[src/rtl/rv_pkg.sv]
// Shared core constants and the writeback entry layout.
package rv_pkg;

    localparam int XLEN        = 32;
    localparam int REG_AW      = 5;
    localparam int WB_LD_DEPTH = 4;

    typedef struct packed {
        logic [REG_AW-1:0] rd;
        logic [XLEN-1:0]   data;
    } wb_entry_t;

endpackage

[src/rtl/wb_fifo.sv]
// Load-result FIFO for the writeback stage; exposes every slot's rd and
// liveness so the stage can detect WAW hazards against queued loads.
module wb_fifo #(
    parameter int XLEN   = rv_pkg::XLEN,
    parameter int REG_AW = rv_pkg::REG_AW,
    parameter int DEPTH  = rv_pkg::WB_LD_DEPTH
) (
    input  logic                      clk,
    input  logic                      reset,
    input  logic                      push,
    input  logic [REG_AW-1:0]         push_rd,
    input  logic [XLEN-1:0]           push_data,
    input  logic                      pop,
    output logic                      full,
    output logic                      empty,
    output logic [$clog2(DEPTH):0]    count,
    output logic [REG_AW-1:0]         head_rd,
    output logic [XLEN-1:0]           head_data,
    output logic [DEPTH*REG_AW-1:0]   entry_rd,
    output logic [DEPTH-1:0]          entry_valid
);

    localparam int PW = $clog2(DEPTH);
    localparam logic [PW:0] CNT_FULL = (PW+1)'(DEPTH);

    typedef struct packed {
        logic [REG_AW-1:0] rd;
        logic [XLEN-1:0]   data;
    } entry_t;

    entry_t        mem [DEPTH];
    logic [PW-1:0] wr_ptr;
    logic [PW-1:0] rd_ptr;
    logic          do_push;
    logic          do_pop;

    assign full      = (count == CNT_FULL);
    assign empty     = (count == '0);
    assign do_pop    = pop && !empty;
    assign do_push   = push && (!full || do_pop);
    assign head_rd   = mem[rd_ptr].rd;
    assign head_data = mem[rd_ptr].data;

    always_ff @(posedge clk or negedge reset) begin
        if (!reset) begin
            wr_ptr <= '0;
            rd_ptr <= '0;
            count  <= '0;
        end else begin
            if (do_push)
                wr_ptr <= wr_ptr + 1'b1;
            if (do_pop)
                rd_ptr <= rd_ptr + 1'b1;
            if (do_push && !do_pop)
                count <= count + 1'b1;
            else if (!do_push && do_pop)
                count <= count - 1'b1;
        end
    end

    // Payload storage is qualified by count, so it carries no reset.
    always_ff @(posedge clk) begin
        if (do_push)
            mem[wr_ptr] <= '{rd: push_rd, data: push_data};
    end

    // A slot is live when its distance from the read pointer is below count.
    always_comb begin
        logic [PW-1:0] offset;
        offset      = '0;
        entry_valid = '0;
        entry_rd    = '0;
        for (int i = 0; i < DEPTH; i++) begin
            offset = PW'(i) - rd_ptr;
            entry_valid[i] = ({1'b0, offset} < count);
            entry_rd[i*REG_AW +: REG_AW] = mem[i].rd;
        end
    end

endmodule

[src/rtl/rf_writeback.sv]
// Register-file writeback stage: single write port shared by the ALU
// (priority) and an in-order queue of load results.
module rf_writeback #(
    parameter int XLEN     = rv_pkg::XLEN,
    parameter int REG_AW   = rv_pkg::REG_AW,
    parameter int LD_DEPTH = rv_pkg::WB_LD_DEPTH
) (
    input  logic                        clk,
    input  logic                        reset,
    input  logic                        alu_valid,
    input  logic [REG_AW-1:0]           alu_rd,
    input  logic [XLEN-1:0]             alu_data,
    output logic                        alu_ready,
    input  logic                        ld_valid,
    input  logic [REG_AW-1:0]           ld_rd,
    input  logic [XLEN-1:0]             ld_data,
    output logic                        ld_ready,
    output logic [REG_AW-1:0]           rf_a3,
    output logic [XLEN-1:0]             rf_write_data,
    output logic                        rf_write_enable,
    output logic [(1<<REG_AW)-1:0]      busy_mask,
    output logic [$clog2(LD_DEPTH):0]   ld_count
);

    logic                       fifo_full;
    logic                       fifo_empty;
    logic                       fifo_push;
    logic                       fifo_pop;
    logic [REG_AW-1:0]          head_rd;
    logic [XLEN-1:0]            head_data;
    logic [LD_DEPTH*REG_AW-1:0] entry_rd;
    logic [LD_DEPTH-1:0]        entry_valid;
    logic                       waw_hit;
    logic                       alu_accept;

    wb_fifo #(
        .XLEN   (XLEN),
        .REG_AW (REG_AW),
        .DEPTH  (LD_DEPTH)
    ) u_fifo (
        .clk         (clk),
        .reset       (reset),
        .push        (fifo_push),
        .push_rd     (ld_rd),
        .push_data   (ld_data),
        .pop         (fifo_pop),
        .full        (fifo_full),
        .empty       (fifo_empty),
        .count       (ld_count),
        .head_rd     (head_rd),
        .head_data   (head_data),
        .entry_rd    (entry_rd),
        .entry_valid (entry_valid)
    );

    always_comb begin
        waw_hit = 1'b0;
        for (int i = 0; i < LD_DEPTH; i++) begin
            if (entry_valid[i] && (entry_rd[i*REG_AW +: REG_AW] == alu_rd))
                waw_hit = 1'b1;
        end
    end

    // Blocking the ALU when full guarantees the head drains every cycle.
    assign alu_ready  = !fifo_full && !((alu_rd != '0) && waw_hit);
    assign alu_accept = alu_valid && alu_ready;
    assign fifo_pop   = !fifo_empty && !alu_accept;
    assign ld_ready   = !fifo_full || fifo_pop;
    assign fifo_push  = ld_valid && ld_ready;

    // An x0 winner is consumed without disturbing the held index/data.
    always_ff @(posedge clk or negedge reset) begin
        if (!reset) begin
            rf_a3           <= '0;
            rf_write_data   <= '0;
            rf_write_enable <= 1'b0;
        end else if (alu_accept) begin
            rf_write_enable <= (alu_rd != '0);
            if (alu_rd != '0) begin
                rf_a3         <= alu_rd;
                rf_write_data <= alu_data;
            end
        end else if (fifo_pop) begin
            rf_write_enable <= (head_rd != '0);
            if (head_rd != '0) begin
                rf_a3         <= head_rd;
                rf_write_data <= head_data;
            end
        end else begin
            rf_write_enable <= 1'b0;
        end
    end

    always_comb begin
        busy_mask = '0;
        for (int i = 0; i < LD_DEPTH; i++) begin
            if (entry_valid[i])
                busy_mask[entry_rd[i*REG_AW +: REG_AW]] = 1'b1;
        end
        if (rf_write_enable)
            busy_mask[rf_a3] = 1'b1;
        busy_mask[0] = 1'b0;
    end

endmodule

[config.mk]
export PLATFORM = sky130hd
export DESIGN_NAME = rf_writeback
export DESIGN_NICKNAME = d
export VERILOG_FILES = /design/src/rtl/rv_pkg.sv /design/src/rtl/wb_fifo.sv /design/src/rtl/rf_writeback.sv
export SDC_FILE = /design/constraint.sdc
export NUM_CORES = 1
export LEC_CHECK = 0
export CELL_PAD_IN_SITES_DETAIL_PLACEMENT = 0
export CELL_PAD_IN_SITES_GLOBAL_PLACEMENT = 1
export CORE_ASPECT_RATIO = 2
export CORE_UTILIZATION = 47
export DETAILED_ROUTE_END_ITERATION = 10
export GPL_TIMING_DRIVEN = 0
export HOLD_SLACK_MARGIN = 0.03
export PLACE_DENSITY_LB_ADDON = 0.1
export SYNTH_ARGS = -nofsm -noshare
export SYNTH_HDL_FRONTEND = slang
export SYNTH_SLANG_ARGS = --single-unit
[constraint.sdc]
create_clock -name clk -period 6.8 [get_ports clk]
set_clock_uncertainty 0.05 [all_clocks]
set_input_delay 1.36 -clock clk [delete_from_list [all_inputs] [get_ports clk]]
set_output_delay 1.36 -clock clk [all_outputs]
set_load 0.02 [all_outputs]
==> qor_table.md <==
| Item | This run |
|---|---|
| Result of the run | completed |
| Detailed-route wire length | 29240 um |
| Clock network power share | 18.9% |
| DRC Markers | 0 |
| Average instance area after synthesis | 13.88 um2 |
| Total Power | 5266 uW |
| Flop and latch count out of synthesis | 193 |
| Kind of launch point of the worst setup path | flip-flop |
| Final-report max-slew violation count | 0 |
| Final #Nets | 929 |
| Count of antenna-violating nets left after detailed routing | 0 |
| Number of buffers added to fix hold violations after cts | 0 |
| WP data arrival | 5.16 ns |
| Top layer in use | met5 |
| Clk root buf | clkbuf_16 |
| Synth top area share | 47.65% |
| Fraction of synthesized area in multiplexers | 9.056% |
| Actual transition at the worst max-transition pin | 1.325 ns |
| Sw Ratio | 38.40% |
| Height of the die | 201.2 um |
| Reg-to-reg endpoint | u_fifo.count[1]$_DFFE_PN0P_ |
| Fill cell total of the finished layout | 1478 |
| Share of the synthesized area in compound gates (AO/OA/AOI/OAI) | 11.31% |
| Xor and xnor area share after synthesis | 2.536% |
| Ratio of cells with drive above 1 in the final layout | 13.35% |
| Count of input and output buffers | 145 |
| Simple-gate share of the synthesized area | 12.38% |
| Worst setup slack after placement | 0.5316 ns |
| Clock period minus final worst setup slack | 6.573 ns |
| Met2 WL | 16730 um |
| Placement-stage cell area | 11200 um2 |
| Synth Net Count | 760 |
| Register-to-register path setup slack | 1.73 ns |
| Final non-filler cell area | 11820 um2 |
| Deepest level of the CTS H-tree | 4 |
| Combinational family with the most area after synthesis | simple AND/OR/NAND/NOR gates |
| Synthesis-to-layout area growth | 26.68% |
| Wire length per cell | 26.27 um |
| Yosys top cell by area | edfxtp_1 |
| Capture point of the critical path | busy_mask[6] |
| Placement Rows | 72 |
| Unique masters post-synth | 64 |
| Yosys warnings | 0 |
| Largest net degree at the start of global routing | 35 |
| Total track usage | 30.01% |
| Worst ir drop on vdd | 0.0003528 V |
| Final TNS setup | 0 ns |
| I/O pin cnt | 153 |
| Largest driver fanout on the critical path | 10 |
| Die ar. | 20440 um2 |
| Flop pwr share | 33.6% |
| Buffers from clock root to sink, at most | 2 |
| Data required time at the worst endpoint | 5.39 ns |
| Library cell with the highest instance count after synthesis | edfxtp_1 |
| Number of optimization iterations in the first detailed-route pass | 5 |
| Internal power | 3244 uW |
| Proportion of synthesized chip area in sequential cells | 59.73% |
| Hold Path Class | flip-flop to flip-flop |
| Final worst path period share | 96.67% |
| GRT Residual Overflow | 0 |
| Primary flip-flop cell chosen by synthesis mapping | edfxtp_1 |
| Post-synth ARST share | 23.32% |
| Leakage dissipation | 0.004026 uW |
| Number of enable flip-flop cells after synthesis | 148 |
| Vias post-DR | 6708 |
| Adder and majority cell fraction of the synthesized area | 1.422% |
| Most numerous cell types in the synthesized netlist | edfxtp_1, nor2_1, dfrtp_1 |
| Reported net switching power | 2022 uW |
| Insertion delay of the later-clocked pin in the worst-skew pair | 0.44 ns |
| Timing startpoint of the critical path | u_fifo.rd_ptr[1]$_DFFE_PN0P_ |
| Placeable core region | 19370 um2 |
| Max_cap viols | 0 |
| RSZ-0062 raised after global routing | no |
| Via count of the first global-routing pass | 6975 |
| Clock sink count | 193 |
| Count of endpoints failing hold in the final timing report | 0 |
| Routed length on met3 | 1207 um |
| Clock tree from TritonCTS | built |
| Final HPWL from detailed placement | 22320 um |
| Crit. End Element | primary output |
| Highest clock rate | 152.1 MHz |
| Number of design-rule violations left by the first detailed-router iteration | 339 |
| Final critical-path setup slack | 0.2267 ns |
| Worst Reg2Reg Path Length in Cells | 15 |
| Starting density of the core | 48.15% |
| Kind of critical path | flip-flop to primary output |
| Antenna violations before repair | 1 |
| Count of inserted antenna diode cells | 0 |
| Proportion of power drawn by combinational gates | 47.5% |
| Number of buffers created by CTS | 17 |
| Gp weighted congestion | 0.9882 |
| Setup-violating endpoint count in the final report | 0 |
| Post-synthesis instance area | 9326 um2 |
| First-pass GRT wire length | 42430 um |
| Cell count after synthesis | 672 |
| Biggest area contributors in the synthesized netlist | edfxtp_1, dfrtp_1, mux4_2 |
| Die X | 101.6 um |
| Cell area power density | 445.7 nW/um2 |
| Drt via density | 6.027 |
| Clock-pin slew on the worst setup and hold paths | 0.07 ns |
| Beginning of the worst register-to-register path | u_fifo.rd_ptr[1]$_DFFE_PN0P_ |
| Post-Route Hold Slack | 0.5155 ns |
| Relative slew slack | 10.97% |
| # Post-CTS Setup Buffers | 0 |
| Wl on met1 | 8806 um |
==> per-stage QoR <==
stage               utilization [%]  cells
global placement              57.32   1076
detailed placement            57.84   1081
CTS                           60.99   1113
finish                        61.00   1113
global route                  61.00   1113
floorplan                         -    672
==> what timing repair did <==
| item | in CTS | in global routing |
|---|---|---|
| hold endpoints to repair | 0 | 0 |
| setup endpoints to repair | 0 | 5 |
| resized for setup | 0 | 2 |
==> flip-flops by register name (all words and copies together), names as in the netlist <==
register / cells
u_fifo.mem: 148
rf_write_data: 32
rf_a3: 5
u_fifo.count: 3
u_fifo.rd_ptr: 2
u_fifo.wr_ptr: 2
rf_write_enable: 1
==> power groups by stage <==
stage | clock (uW) | combinational [uW] | sequential, uW
5_1_grt | 1040 | 2640 | 1800
3_5_place_dp | 0 | 2490 | 1790
2_1_floorplan | 0 | 1340 | 1900
3_3_place_gp | 0 | 2420 | 1780
4_1_cts | 1010 | 2510 | 1770
6_report | 996 | 2500 | 1770
==> cells in the final DEF, fill, tap and decap left out, types with 5 or more instances in the layout <==
cell type / count
a21oi_1: 6
a221o_2: 5
a22oi_1: 7
a31oi_1: 5
and3_1: 7
buf_12: 5
clkbuf_1: 41
clkbuf_16: 20
clkdlybuf4s50_1: 144
dfrtp_1: 45
edfxtp_1: 148
ha_1: 9
inv_1: 18
mux4_2: 37
nand2_1: 24
nand2b_1: 5
nand3_1: 13
nand3b_1: 14
nand4_1: 7
nor2_1: 49
nor2b_1: 6
nor3_1: 10
nor3b_1: 6
nor4_1: 7
o21ai_0: 5
o221a_1: 30
o221ai_1: 22
o22ai_1: 16
or3_1: 35
or3b_2: 6
xnor2_1: 14
xor2_1: 13
==> per-layer routing <==
layer / GRT usage, % / vias up
met3: 5.106 / 108
met4: 23.86 / 2
li1: - / 3013
met5: 0 / -
met2: 56.03 / 301
met1: 27.01 / 3284
==> critical path, stage by stage (launching register included) <==
cell             delay [ns]
dfrtp_1                0.50
clkbuf_1               0.51
clkbuf_1               0.65
inv_1                  0.10
ha_1                   0.32
a21oi_1                0.06
o21ai_0                0.70
nand2_1                0.47
o22ai_1                0.57
a31oi_1                0.09
o221ai_1               0.11
clkdlybuf4s50_1        0.64
==> logic make-up (layout without fill, tap and decap cells) <==
group,after synthesis,after routing
simple gates,207,207
flops,193,193
compound gates,120,120
buf+inv,75,257
mux,38,38
xor+xnor,27,27
fa+ha+maj,10,10
other cells,2,2
==> area by class of cell <==
type	instances	area (um2)	area share [%]
Sequential cell	193	5570	47.15
Multi-Input combinational cell	404	3436	29.08
Timing Repair Buffer	150	1546	13.09
Clock buffer	24	555.5	4.702
Buffer	55	249.0	2.107
Tap cell	259	324.1	2.743
Inverter	20	77.57	0.6566
Clock inverter	8	56.30	0.4765
==> worst min-delay path by stage <==
stage                                   from                       endpoint  slack, ns  cells after the start
4_1_cts         u_fifo.wr_ptr[0]$_DFFE_PN0P_   u_fifo.wr_ptr[0]$_DFFE_PN0P_       0.51                      1
6_report        rf_write_data[9]$_DFFE_PN0P_   rf_write_data[9]$_DFFE_PN0P_       0.52                      1
3_5_place_dp    u_fifo.wr_ptr[0]$_DFFE_PN0P_   u_fifo.wr_ptr[0]$_DFFE_PN0P_       0.49                      1
5_1_grt        rf_write_data[17]$_DFFE_PN0P_  rf_write_data[17]$_DFFE_PN0P_       0.52                      1
2_1_floorplan   u_fifo.wr_ptr[0]$_DFFE_PN0P_   u_fifo.wr_ptr[0]$_DFFE_PN0P_       0.44                      1
3_3_place_gp    u_fifo.wr_ptr[0]$_DFFE_PN0P_   u_fifo.wr_ptr[0]$_DFFE_PN0P_       0.46                      1
Power figures use the tool's default switching activity.
